### config.mk
export PLATFORM = sky130hd
export DESIGN_NAME = spi_slave_regfile
export DESIGN_NICKNAME = d
export VERILOG_FILES = /design/src/rtl/spi_slave_regfile.sv
export SDC_FILE = /design/constraint.sdc
export NUM_CORES = 1
export LEC_CHECK = 0
export CAP_MARGIN = 20
export CORE_MARGIN = 1.5
export CORE_UTILIZATION = 53
export CTS_CLUSTER_DIAMETER = 200
export DETAILED_ROUTE_END_ITERATION = 12
export PLACE_DENSITY_LB_ADDON = 0.1
export RECOVER_POWER = 100
export SETUP_SLACK_MARGIN = 0.4
export SLEW_MARGIN = 20
export SYNTH_ARGS = -nofsm -noshare
export SYNTH_HDL_FRONTEND = slang
export SYNTH_SLANG_ARGS = --single-unit
### constraint.sdc
create_clock -name SCK -period 3.2 [get_ports SCK]
set_clock_uncertainty 0.2 [all_clocks]
set_input_delay 0.32 -clock SCK [delete_from_list [all_inputs] [get_ports SCK]]
set_output_delay 0.32 -clock SCK [all_outputs]
set_load 0.005 [all_outputs]
### src/rtl/spi_slave_regfile.sv
// ----------------------------------------------------------------------------
// spi_slave_regfile : SPI responder exposing NREG 8-bit registers (SCK domain)
// Rev 1.0 - initial release
// ----------------------------------------------------------------------------
`default_nettype none

module spi_slave_regfile #(
  parameter int NREG = 16
) (
  input  logic              SCK,
  input  logic              reset,
  input  logic              SSB,
  input  logic              MOSI,
  output logic              MISO,
  output logic [NREG*8-1:0] reg_out,
  output logic              wr_strobe,
  output logic [6:0]        wr_addr,
  output logic [7:0]        wr_data,
  output logic              frame_end
);

  localparam logic [1:0] S_IDLE  = 2'd0;
  localparam logic [1:0] S_CMD   = 2'd1;
  localparam logic [1:0] S_WDATA = 2'd2;
  localparam logic [1:0] S_RDATA = 2'd3;

  logic [1:0] state;
  logic [2:0] bit_cnt;
  logic [6:0] shift_in;
  logic [7:0] shift_out;
  logic [6:0] addr;
  logic       blocked;
  logic       active;

  logic [7:0] byte_in;
  logic       byte_done;
  logic       addr_ok;
  logic [6:0] rd_addr;
  logic [7:0] rd_data;

  assign byte_in   = {shift_in, MOSI};
  assign byte_done = (bit_cnt == 3'd7);
  assign addr_ok   = ({1'b0, addr} < 8'(NREG));
  assign MISO      = (state == S_RDATA) ? shift_out[7] : 1'b0;

  // Read port: the command byte supplies the first address, later loads use addr+1
  always_comb begin
    rd_addr = (state == S_CMD) ? byte_in[6:0] : addr + 7'd1;
    rd_data = 8'h00;
    for (int k = 0; k < NREG; k++) begin
      if (rd_addr == 7'(k)) rd_data = reg_out[8*k +: 8];
    end
  end

  always_ff @(posedge SCK) begin
    if (!reset) begin
      state     <= S_IDLE;
      bit_cnt   <= 3'd0;
      shift_in  <= 7'd0;
      shift_out <= 8'd0;
      addr      <= 7'd0;
      blocked   <= 1'b1;
      active    <= 1'b0;
      reg_out   <= '0;
      wr_strobe <= 1'b0;
      wr_addr   <= 7'd0;
      wr_data   <= 8'd0;
      frame_end <= 1'b0;
    end else begin
      wr_strobe <= 1'b0;
      frame_end <= 1'b0;
      if (SSB) begin
        state     <= S_IDLE;
        bit_cnt   <= 3'd0;
        shift_in  <= 7'd0;
        shift_out <= 8'd0;
        blocked   <= 1'b0;
        frame_end <= active;
        active    <= 1'b0;
      end else if (!blocked) begin
        // blocked holds off the tail of a frame interrupted by reset
        active   <= 1'b1;
        bit_cnt  <= bit_cnt + 3'd1;
        shift_in <= byte_in[6:0];
        case (state)
          S_IDLE: state <= S_CMD;
          S_CMD: begin
            if (byte_done) begin
              addr <= byte_in[6:0];
              if (byte_in[7]) begin
                state     <= S_RDATA;
                shift_out <= rd_data;
              end else begin
                state <= S_WDATA;
              end
            end
          end
          S_WDATA: begin
            if (byte_done) begin
              addr <= addr + 7'd1;
              if (addr_ok) begin
                wr_strobe <= 1'b1;
                wr_addr   <= addr;
                wr_data   <= byte_in;
              end
              for (int k = 0; k < NREG; k++) begin
                if (addr == 7'(k)) reg_out[8*k +: 8] <= byte_in;
              end
            end
          end
          default: begin
            if (byte_done) begin
              addr      <= addr + 7'd1;
              shift_out <= rd_data;
            end else begin
              shift_out <= {shift_out[6:0], 1'b0};
            end
          end
        endcase
      end
    end
  end

endmodule

`default_nettype wire
[Word-level counts from Yosys, hierarchy flattened]
Cells that the tools add are included.
Storage, ports and cells
  bits in registers: 174
  memory bits (read-only): 0
  output and inout port bits: 146
  logic and storage cells: 130
  RAM bits: 0
  memories kept: 0
  bits in latches: 0
  input port bits: 4
Operators by class
  equal/unequal tests: 36
  divide/modulo/power cells: 0
  reductions and logical operators: 28
  shifts and indexed selects: 0
  bitwise operators: 7
  order comparisons: 1
  $add $sub $neg: 2
  $mul: 0
  muxes and demuxes: 29
Operator list (count)
  8-bit two-way mux: 19
  7-bit by 4-bit equality test with 1-bit output, second input constant: 16
  5-bit AND reduction: 17
  7-bit by 3-bit equality test with 1-bit output, second input constant: 8
  7-bit by 2-bit equality test with 1-bit output, second input constant: 4
  7-bit two-way mux: 3
  8-bit one-hot mux with 2 select lines: 1
  7-bit by 1-bit equality test with 1-bit output, second input constant: 2
  7-bit zero test: 2
  7-bit one-hot mux with 2 select lines: 1
  4-bit AND reduction: 2
  7-bit by 1-bit adder with 7-bit output, second input constant: 1
  7-bit by 5-bit < comparator with 1-bit output, second input constant: 1
  1-bit inverter: 7
  5-bit OR reduction: 1
  2-bit equality test, second input constant: 2
  2-bit != test, second input constant: 2
  2-bit one-hot mux with 2 select lines: 1
  2-bit OR reduction: 2
  3-bit by 1-bit adder with 3-bit output, second input constant: 1
  3-bit equality test, second input constant: 1
  1-bit two-way mux: 3
  3-bit AND reduction: 1
  2-bit by 1-bit equality test with 1-bit output, second input constant: 1
  other kinds (4): 4

[Logic depth before layout (Yosys ltp)]
Gate-level depths: netlist (run 1).
  depth in word-level cells: 22
  mapped depth: 12
  gate-level depth less buffers: 9

[Worst setup path before layout (run 1)]
Ideal clock, no wire load.
  path type: reg2reg
  start: register addr[0]
  end: register shift_out[6]
  library setup time: 0.088 ns
  setup slack: 0.506 ns
  arrival: 2.406 ns
  period minus slack after synthesis: 2.694 ns
  buffers on the path: 2
  data required time: 2.912 ns
  stages on the path, launching flop included: 12
  path through: dfxtp_1 -> buf_2 -> inv_1 -> ha_1 -> nand2b_1 -> nor3_1 -> or2_1 -> clkbuf_1 -> a222oi_1 -> and3_1 -> o211a_1 -> o32ai_2
Between the ends
  cells in the longest elaborated chain, start to end: 22
  elaborated cells on any way between the ends: 38
  those cells by class: add/sub (1); eq/ne (15); mux (21); reduce/logical (1)
RTL lines
  from (decl): line 31  | logic [6:0] addr;
  from (signal assigned): line 89  | addr <= byte_in[6:0];
  from (signal assigned): line 100  | addr <= addr + 7'd1;
  from (signal assigned): line 113  | addr <= addr + 7'd1;
  7-bit by 1-bit adder with 7-bit output *: line 48  | rd_addr = (state == S_CMD) ? byte_in[6:0] : addr + 7'd1;
  7-bit two-way mux *: line 48
  7-bit zero test: line 51  | if (rd_addr == 7'(k)) rd_data = reg_out[8*k +: 8];
  8-bit two-way mux (15 in a row): line 51
  8-bit two-way mux *: line 51
  8-bit two-way mux: line 90  | if (byte_in[7]) begin
  8-bit two-way mux: line 88  | if (byte_done) begin
  8-bit one-hot mux with 2 select lines *: line 85  | case (state)
  to (signal assigned): line 92  | shift_out <= rd_data;
  to (signal assigned): line 114  | shift_out <= rd_data;
  to (signal assigned): line 116  | shift_out <= {shift_out[6:0], 1'b0};
  to (decl): line 30  | logic [7:0] shift_out;
Every way passes the cells marked *; elsewhere a longest branch is shown, timed or not. The select of a mux whose other input is x is not followed.
A chain may end at the register's enable or synchronous reset.

[Final worst setup path (run 1)]
  start: register state[1]
  end: register reg_out[102]
Between the ends
  cells in the longest elaborated chain, start to end: 2
RTL lines
  from (decl): line 27  | logic [1:0] state;
  from (signal assigned): line 57  | state <= S_IDLE;
  from (signal assigned): line 73  | state <= S_IDLE;
  from (signal assigned): line 86  | S_IDLE: state <= S_CMD;
  2-bit equality test: line 85
  5-bit AND reduction (no source line)
  to (signal, indexed assignment): line 107  | if (addr == 7'(k)) reg_out[8*k +: 8] <= byte_in;
  to (decl): line 15  | output logic [NREG*8-1:0] reg_out,
Every way passes these cells.

==> out/results.ini, run 1 <==
[yosys]
synth_enable_flop_cells=0
synth_largest_type_area_fraction_pct=41.64
netlist_area_sq_um=8366
postSynthAreaPerCell_sq_um=8.660
synth.lib_cells_used.distinct=74
synthesis.yosys.warnings=0
synth-simple-area-share_pct=17.47
yosys-top-cells-area=sky130_fd_sc_hd__dfxtp_1, sky130_fd_sc_hd__mux2i_1, sky130_fd_sc_hd__a21boi_0, sky130_fd_sc_hd__o21ai_0, sky130_fd_sc_hd__nand2_1
async_flop_share_pct=0
synth_xor_xnor_area_share_pct=0.5085
synth_compound_area_share_pct=26.53
postSynthCellCount=966
yosys_most_used_dff=sky130_fd_sc_hd__dfxtp_1
post_synth_fa_ha_maj_area_fraction_pct=0.8974
synth-seq-cells=174
synthDominantAreaCellType=sky130_fd_sc_hd__dfxtp_1
synthesis.nets=976
synth.mux.area_fraction_pct=8.809
ys_seq_area_share_pct=41.64
synth_top_family_by_area=compound AO/OA/AOI/OAI gates

[clock_tree]
tritoncts=done
clk_pin_slew_ps=70
clock_tree.htree_level_count=4
cts_root_buf=sky130_fd_sc_hd__clkbuf_16
cts-root-to-sink-buffers=2
ctsHoldBuffers=0
cts-buffers-inserted=17
cts.sink_count=174
clk_latency_worst_skew_pair_ps=440

[timing]
setup_viol=0
timing.max_slew.rel_slack_pct=-75.41
maxSlewViolCount=79
max_freq_ghz=0.3472
report.final.hold_viol_count=0
grt_setup_unrepaired=false
final.period_utilization_pct=90.00
min_period_ps=2880
tightestPinTransition_ps=2631
final.setup.tns_ps=0

[route]
route.detailed.drc=0
drt.antenna.violating_nets=0
avgRoutedWirePerCell_microns=22.71
routed_via_density=6.222
detail_route.first_pass.iterations=5
via_count=8443
drt_first_iter_violations=880
routed_wirelength_microns=30810

[worst_hold_path]
hold_path_class=in2reg

[layout]
finished_core_util_pct=72.54
layout.cell_area.non_filler_sq_um=11110
area_delta_synth_final_pct=32.80
final_nets=1143
layout.filler_cells=1260
seq_area_sq_um=3491
number_of_antenna_cells_inserted=0
final_layout_size_suffix_gt1_share_pct=11.61
multi_input_comb_area_sq_um=4668

[place]
place.port_buffers=149
globalplace.congestion=1.050
dpl_cell_area_sq_um=10390
place.detailed.hpwl_microns=21800

[floorplanning]
design.core.area_sq_um=15310
chipHeight_microns=128.6
fp.dieArea_sq_um=16550
initial_core_utilization_pct=54.62
row_count=45
top_level_port_count=150
die_w_microns=128.6

[critical_path]
cp-start-kind=flip-flop
arrival_time_of_the_worst_setup_path_ps=3050
crit_path_end_kind=flip-flop
crit_path_max_fanout=8
worstPathRequired_ps=3370
timing.setup.critical_path_class=reg2reg

[power]
post-layout-total-power_mw=4.428
p_leak_nw=4.496
peakVddDrop_mv=0.3619
power_per_cell_area_nw_per_um2=398.5

[grt]
grt_pass1_wl_microns=46020
track_usage_pct=37.25
via_count_of_the_first_global_routing_pass=7800
globalRouteOverflowTotal=0
number_of_antenna_violations_at_the_first_check_in_global_routing=0
pin_count_of_the_biggest_net_entering_global_routing=79

[run_status]
failed_checks=capacitance limit, slew limit
result_of_the_run=finished, violations left

[run]
max_cap_violations=1

[power by group]
group | leakage, nW | total [mW] | switching (mW) | internal, mW
Combinational | 2.81 | 0.139 | 0.0787 | 0.0600
Sequential | 1.40 | 2.17 | 0.00610 | 2.17
Clock | 0.285 | 2.12 | 0.949 | 1.17
[per-layer routing]
metal  routed length (microns)  part of all wire, %  vias to the layer above  GRT usage [%]
met3                      3017                  9.8                      108          7.069
met2                     14000                   45                      530          58.98
met4                      1506                  4.9                        0          18.37
met5                         0                    0                        -              0
met1                     12290                   40                     4020          49.01
li1                          -                    -                     3785              -
[cell families (layout without fill, tap and decap cells)]
kind of cell	after synthesis	in the layout
buffers and inverters	86	266
AOI/OAI and AO/OA	326	326
adders and majority gates	6	6
DFF	174	174
and+or+nand+nor	297	297
xor gates and xnor gates	4	4
muxes	73	73
[sequential cells by signal, summed over array words and instances (netlist names)]
name and cells:
reg_out 128, shift_out 8, wr_data 8, addr 7, shift_in 7, wr_addr 7
bit_cnt 3, state 2, active 1, blocked 1, frame_end 1, wr_strobe 1
[layout make-up]
cell class,instances,share of cell area [%]
Clock buffer,18,3.863
Inverter,6,0.2027
Clock inverter,14,1.408
Tap cell,211,2.376
Sequential cell,174,31.42
Timing Repair Buffer,228,18.71
Multi-Input combinational cell,706,42.02
[worst max-delay path: stages, from the launching register on]
cell and delay [ps]:
sky130_fd_sc_hd__dfxtp_1 410, sky130_fd_sc_hd__clkbuf_1 370, sky130_fd_sc_hd__nor4b_1 280, sky130_fd_sc_hd__nand2_1 160, sky130_fd_sc_hd__nor2_1 290, sky130_fd_sc_hd__nand2_1 310, sky130_fd_sc_hd__nor2_1 210, sky130_fd_sc_hd__clkbuf_1 330
sky130_fd_sc_hd__nand2_1 90, sky130_fd_sc_hd__a21boi_0 160
[path summary, 6_finish.rpt]
check | to | startpoint | slack (ps) | cells after the start
max | reg_out[102] | state[1] | 320 | 9
min | shift_out[6] | reset | 240 | 5
max reg2reg | reg_out[102] | state[1] | 320 | 9
min reg2reg | active | active | 260 | 2
[synthesized netlist by cell type, types with 5 or more instances]
cell type,instances
sky130_fd_sc_hd__clkbuf_1,61
sky130_fd_sc_hd__o22ai_1,16
sky130_fd_sc_hd__and2_1,7
sky130_fd_sc_hd__ha_1,6
sky130_fd_sc_hd__nor2b_1,59
sky130_fd_sc_hd__nand3_1,14
sky130_fd_sc_hd__buf_2,13
sky130_fd_sc_hd__nand2_1,118
sky130_fd_sc_hd__a22o_1,7
sky130_fd_sc_hd__o21ai_0,104
sky130_fd_sc_hd__nor3_1,7
sky130_fd_sc_hd__o21ai_1,8
sky130_fd_sc_hd__nand2b_1,13
sky130_fd_sc_hd__a21o_1,9
sky130_fd_sc_hd__inv_1,5
sky130_fd_sc_hd__nor2_1,44
sky130_fd_sc_hd__a221oi_1,9
sky130_fd_sc_hd__a31oi_1,6
sky130_fd_sc_hd__dfxtp_1,174
sky130_fd_sc_hd__and3_1,8
sky130_fd_sc_hd__a21oi_1,24
sky130_fd_sc_hd__a21boi_0,88
sky130_fd_sc_hd__mux2i_1,70
[stage by stage]
stage	hold WS, ps	cells	setup slack [ps]
detailed placement	251.4	1321	127.3
floorplan	220.4	966	506.3
finish	240.1	1357	319.9
global route	269.9	1357	211.0
global placement	237.2	1321	172.8
CTS	218.6	1356	407.7
[what timing repair did]
item | 4_1_cts | 5_1_grt
buffers inserted | 3 | 1
gates resized for setup | 10 | 27
setup endpoints to repair | 8 | 74
pin swaps | 3 | 7
[placed cells by master, fill, tap and decap left out, types with 7 or more instances in the layout]
cell | netlist | final
sky130_fd_sc_hd__mux2i_1 | 70 | 70
sky130_fd_sc_hd__nand2_1 | 118 | 118
sky130_fd_sc_hd__nand3_1 | 14 | 14
sky130_fd_sc_hd__o22ai_1 | 16 | 13
sky130_fd_sc_hd__o21ai_0 | 104 | 104
sky130_fd_sc_hd__dlygate4sd3_1 | 0 | 146
sky130_fd_sc_hd__nand2b_1 | 13 | 12
sky130_fd_sc_hd__o21ai_1 | 8 | 8
sky130_fd_sc_hd__nor3_1 | 7 | 7
sky130_fd_sc_hd__nor2b_1 | 59 | 59
sky130_fd_sc_hd__a21o_1 | 9 | 9
sky130_fd_sc_hd__dfxtp_1 | 174 | 170
sky130_fd_sc_hd__a22o_1 | 7 | 7
sky130_fd_sc_hd__clkbuf_16 | 0 | 17
sky130_fd_sc_hd__buf_4 | 2 | 60
sky130_fd_sc_hd__a21boi_0 | 88 | 88
sky130_fd_sc_hd__nor2_1 | 44 | 42
sky130_fd_sc_hd__clkbuf_1 | 61 | 15
sky130_fd_sc_hd__and3_1 | 8 | 8
sky130_fd_sc_hd__a221oi_1 | 9 | 9
sky130_fd_sc_hd__a21oi_1 | 24 | 24
No activity file was read; power rests on OpenSTA's default activity.
==> run 2, diff against run 1 <==
- CAP_MARGIN: 20 -> not set
- REMOVE_ABC_BUFFERS: not set -> 1
==> run 2 against run 1 <==
Compared with the run above:
- critical path depth grew 1
- wire length shrank 3.6%
- die area is the same
- the run still ends with capacitance limit, slew limit left
- via count about the same
- non-clock buffer count grew 3
- worst setup slack worse by 16 ps
- sequential power hardly changed
==> out/results.ini, run 2 (same netlist as run 1, synthesis figures left out) <==
[critical_path]
critical_path.reg2reg.endpoint=shift_out[3]  ; was reg_out[102]
worstPathRequired_ps=3340  ; was 3370 ps
reg2reg_from=state[0]  ; was state[1]
timing.setup.critical_path_class=reg2reg  ; unchanged
crit_path_max_fanout=13  ; was 8
arrival_time_of_the_worst_setup_path_ps=3040  ; was 3050 ps
critical_path_s_slowest_cell=sky130_fd_sc_hd__mux2i_1  ; was sky130_fd_sc_hd__dfxtp_1
cp-start-kind=flip-flop  ; unchanged
worst-r2r-cell-count=10  ; was 9
cpPeakStageDelay_ps=470  ; was 410 ps
crit_path_end_kind=flip-flop  ; unchanged
critical_path.cell_chain=buf_4, nor2b_1, buf_6, mux2i_1, buf_4, a221oi_1, a21oi_1, o221a_1, o22ai_1, a211oi_1  ; was clkbuf_1, nor4b_1, nand2_1, nor2_1, nand2_1, nor2_1, clkbuf_1, nand2_1, a21boi_0
critPathMostFrequentCell=sky130_fd_sc_hd__buf_4  ; was sky130_fd_sc_hd__nand2_1
setup.reg_to_reg.worst_slack_ps=300  ; was 320 ps

[route]
via_count=8441  ; was 8,443
routed_wirelength_microns=29710  ; was 30,810 microns
route.detailed.drc=0  ; unchanged
avgRoutedWirePerCell_microns=21.83  ; was 22.71 microns
drt.antenna.violating_nets=0  ; unchanged
drt_first_iter_violations=1095  ; was 880
detail_route.first_pass.iterations=6  ; was 5
routed_via_density=6.202  ; was 6.222

[clock_tree]
cts-root-to-sink-buffers=2  ; unchanged
ctsHoldBuffers=0  ; unchanged
cts.sink_count=174  ; unchanged
clk_latency_worst_skew_pair_ps=430  ; was 440 ps
cts-buffers-inserted=17  ; unchanged
tritoncts=done  ; unchanged
cts_root_buf=sky130_fd_sc_hd__clkbuf_16  ; unchanged
clock_tree.htree_level_count=4  ; unchanged
clk_pin_slew_ps=70  ; about the same

[layout]
area_delta_synth_final_pct=32.53  ; was 32.80%
final_layout_size_suffix_gt1_share_pct=12.18  ; was 11.61%
most_frequent_standard_cell_in_the_layout_excluding_fill_and_tap_cells=sky130_fd_sc_hd__dfxtp_1  ; unchanged
final_nets=1146  ; was 1,143
largest_register=reg_out  ; unchanged
layout_top_registers=reg_out x128, shift_out x8, wr_data x8  ; unchanged
largest_register_ff_count=128  ; unchanged
final_cell_mix=sky130_fd_sc_hd__dfxtp_1, sky130_fd_sc_hd__dlygate4sd3_1, sky130_fd_sc_hd__nand2_1, sky130_fd_sc_hd__o21ai_0, sky130_fd_sc_hd__a21boi_0  ; unchanged

[timing]
min_period_ps=2896  ; was 2880 ps
setup_viol=0  ; unchanged
max_freq_ghz=0.3453  ; was 0.3472 GHz
maxSlewViolCount=154  ; was 79
report.final.hold_viol_count=0  ; unchanged
tightestPinTransition_ps=2421  ; was 2631 ps
final.setup.tns_ps=0  ; unchanged
grt_setup_unrepaired=true  ; was false
timing.max_slew.rel_slack_pct=-61.39  ; was -75.41%
final.period_utilization_pct=90.51  ; was 90.00%

[place]
globalplace.congestion=1.039  ; was 1.050
place.detailed.hpwl_microns=20530  ; was 21,800 microns
place.port_buffers=149  ; unchanged

[floorplanning]
design.core.area_sq_um=15310  ; unchanged
row_count=45  ; unchanged
initial_core_utilization_pct=54.62  ; unchanged
die_w_microns=128.6  ; unchanged
chipHeight_microns=128.6  ; unchanged
top_level_port_count=150  ; unchanged
fp.dieArea_sq_um=16550  ; unchanged

[run]
max_cap_violations=1  ; unchanged

[grt]
globalRouteOverflowTotal=0  ; unchanged
number_of_antenna_violations_at_the_first_check_in_global_routing=1  ; was 0
via_count_of_the_first_global_routing_pass=7710  ; was 7,800
pin_count_of_the_biggest_net_entering_global_routing=154  ; was 79
grt_pass1_wl_microns=44750  ; was 46,020 microns
track_usage_pct=35.70  ; was 37.25%

[power]
peakVddDrop_mv=0.3546  ; was 0.3619 mV
power_per_cell_area_nw_per_um2=396.4  ; was 398.5 nW/um^2
p_leak_nw=4.527  ; was 4.496 nW
post-layout-total-power_mw=4.395  ; was 4.428 mW

[worst_hold_path]
hold_path_class=reg2reg  ; was in2reg
min_delay_worst_endpoint=active  ; was shift_out[6]
min_from=active  ; was reset
worstHoldPathCells=2  ; was 5

[run_status]
result_of_the_run=finished, violations left  ; unchanged
failed_checks=capacitance limit, slew limit  ; unchanged

-- run 2: cell count changes in the layout (fill, tap and decap cells not counted), moves of 2 or more --
| cell | previous run | this run |
|---|---|---|
| sky130_fd_sc_hd__buf_12 | 3 | 1 |
| sky130_fd_sc_hd__buf_4 | 60 | 75 |
| sky130_fd_sc_hd__buf_6 | 3 | 1 |
| sky130_fd_sc_hd__clkbuf_1 | 15 | 5 |
| sky130_fd_sc_hd__clkbuf_8 | 0 | 2 |
| sky130_fd_sc_hd__clkinv_4 | 1 | 3 |
| sky130_fd_sc_hd__ha_4 | 3 | 1 |
| sky130_fd_sc_hd__o22ai_1 | 13 | 15 |
-- run 2: what timing repair did --
item	in CTS	in global routing
resized for setup	7	19
pin swaps	1	4
setup buffers	1	5
setup endpoints to repair	28	49
-- run 2: area by class of cell --
type | instances | area (sq um)
Timing Repair Buffer | 231 | 2100
Clock inverter | 13 | 130.1
Inverter | 6 | 22.52
Tap cell | 211 | 264.0
Fill cell | 1254 | 4228
Multi-Input combinational cell | 706 | 4627
Antenna cell | 1 | 2.502
Sequential cell | 174 | 3488
Clock buffer | 19 | 452.9
-- run 2: worst max path at each step --
stage | slack, ps | from | to
floorplan | -640 | bit_cnt[0] | reg_out[105]
global placement | 200 | MOSI | shift_out[7]
detailed placement | 190 | MOSI | shift_out[7]
CTS | 400 | addr[1] | shift_out[6]
global route | 180 | state[0] | shift_out[3]
finish | 300 | state[0] | shift_out[3]
-- run 2: metal layers --
metal	wire [microns]	track usage, %
met2	13260	55.28
met3	3145	6.570
met1	12300	49.92
met4	1001	13.02
met5	0	0
-- run 2: worst max-delay path, delay by kind of cell, from the launching register on --
family | cells | cell delay, ps
simple gates | 1 | 220
compound gates | 5 | 930
buf+inv | 3 | 620
mux | 1 | 470
flops | 1 | 360
-- run 2: metrics by stage --
step	hold WS (ps)	cell area, sq um	instances	worst slack, ps	utilization, %
2_1_floorplan	196.2	8041	886	-643.7	-
5_1_grt	277.2	11090	1361	183.6	72.39
6_report	256.6	11090	1361	303.8	72.39
3_3_place_gp	228.6	10390	1322	199.9	67.86
4_1_cts	248.5	11020	1355	396.8	71.98
3_5_place_dp	244.0	10390	1322	187.1	67.86
-- run 2: report_power, final --
part	internal (mW)	total, mW	switching (mW)	leakage [nW]
Sequential	2.17	2.17	0.00246	1.40
Combinational	0.0634	0.147	0.0838	2.84
Clock	1.13	2.08	0.945	0.284
Total	3.36	4.40	1.03	4.53
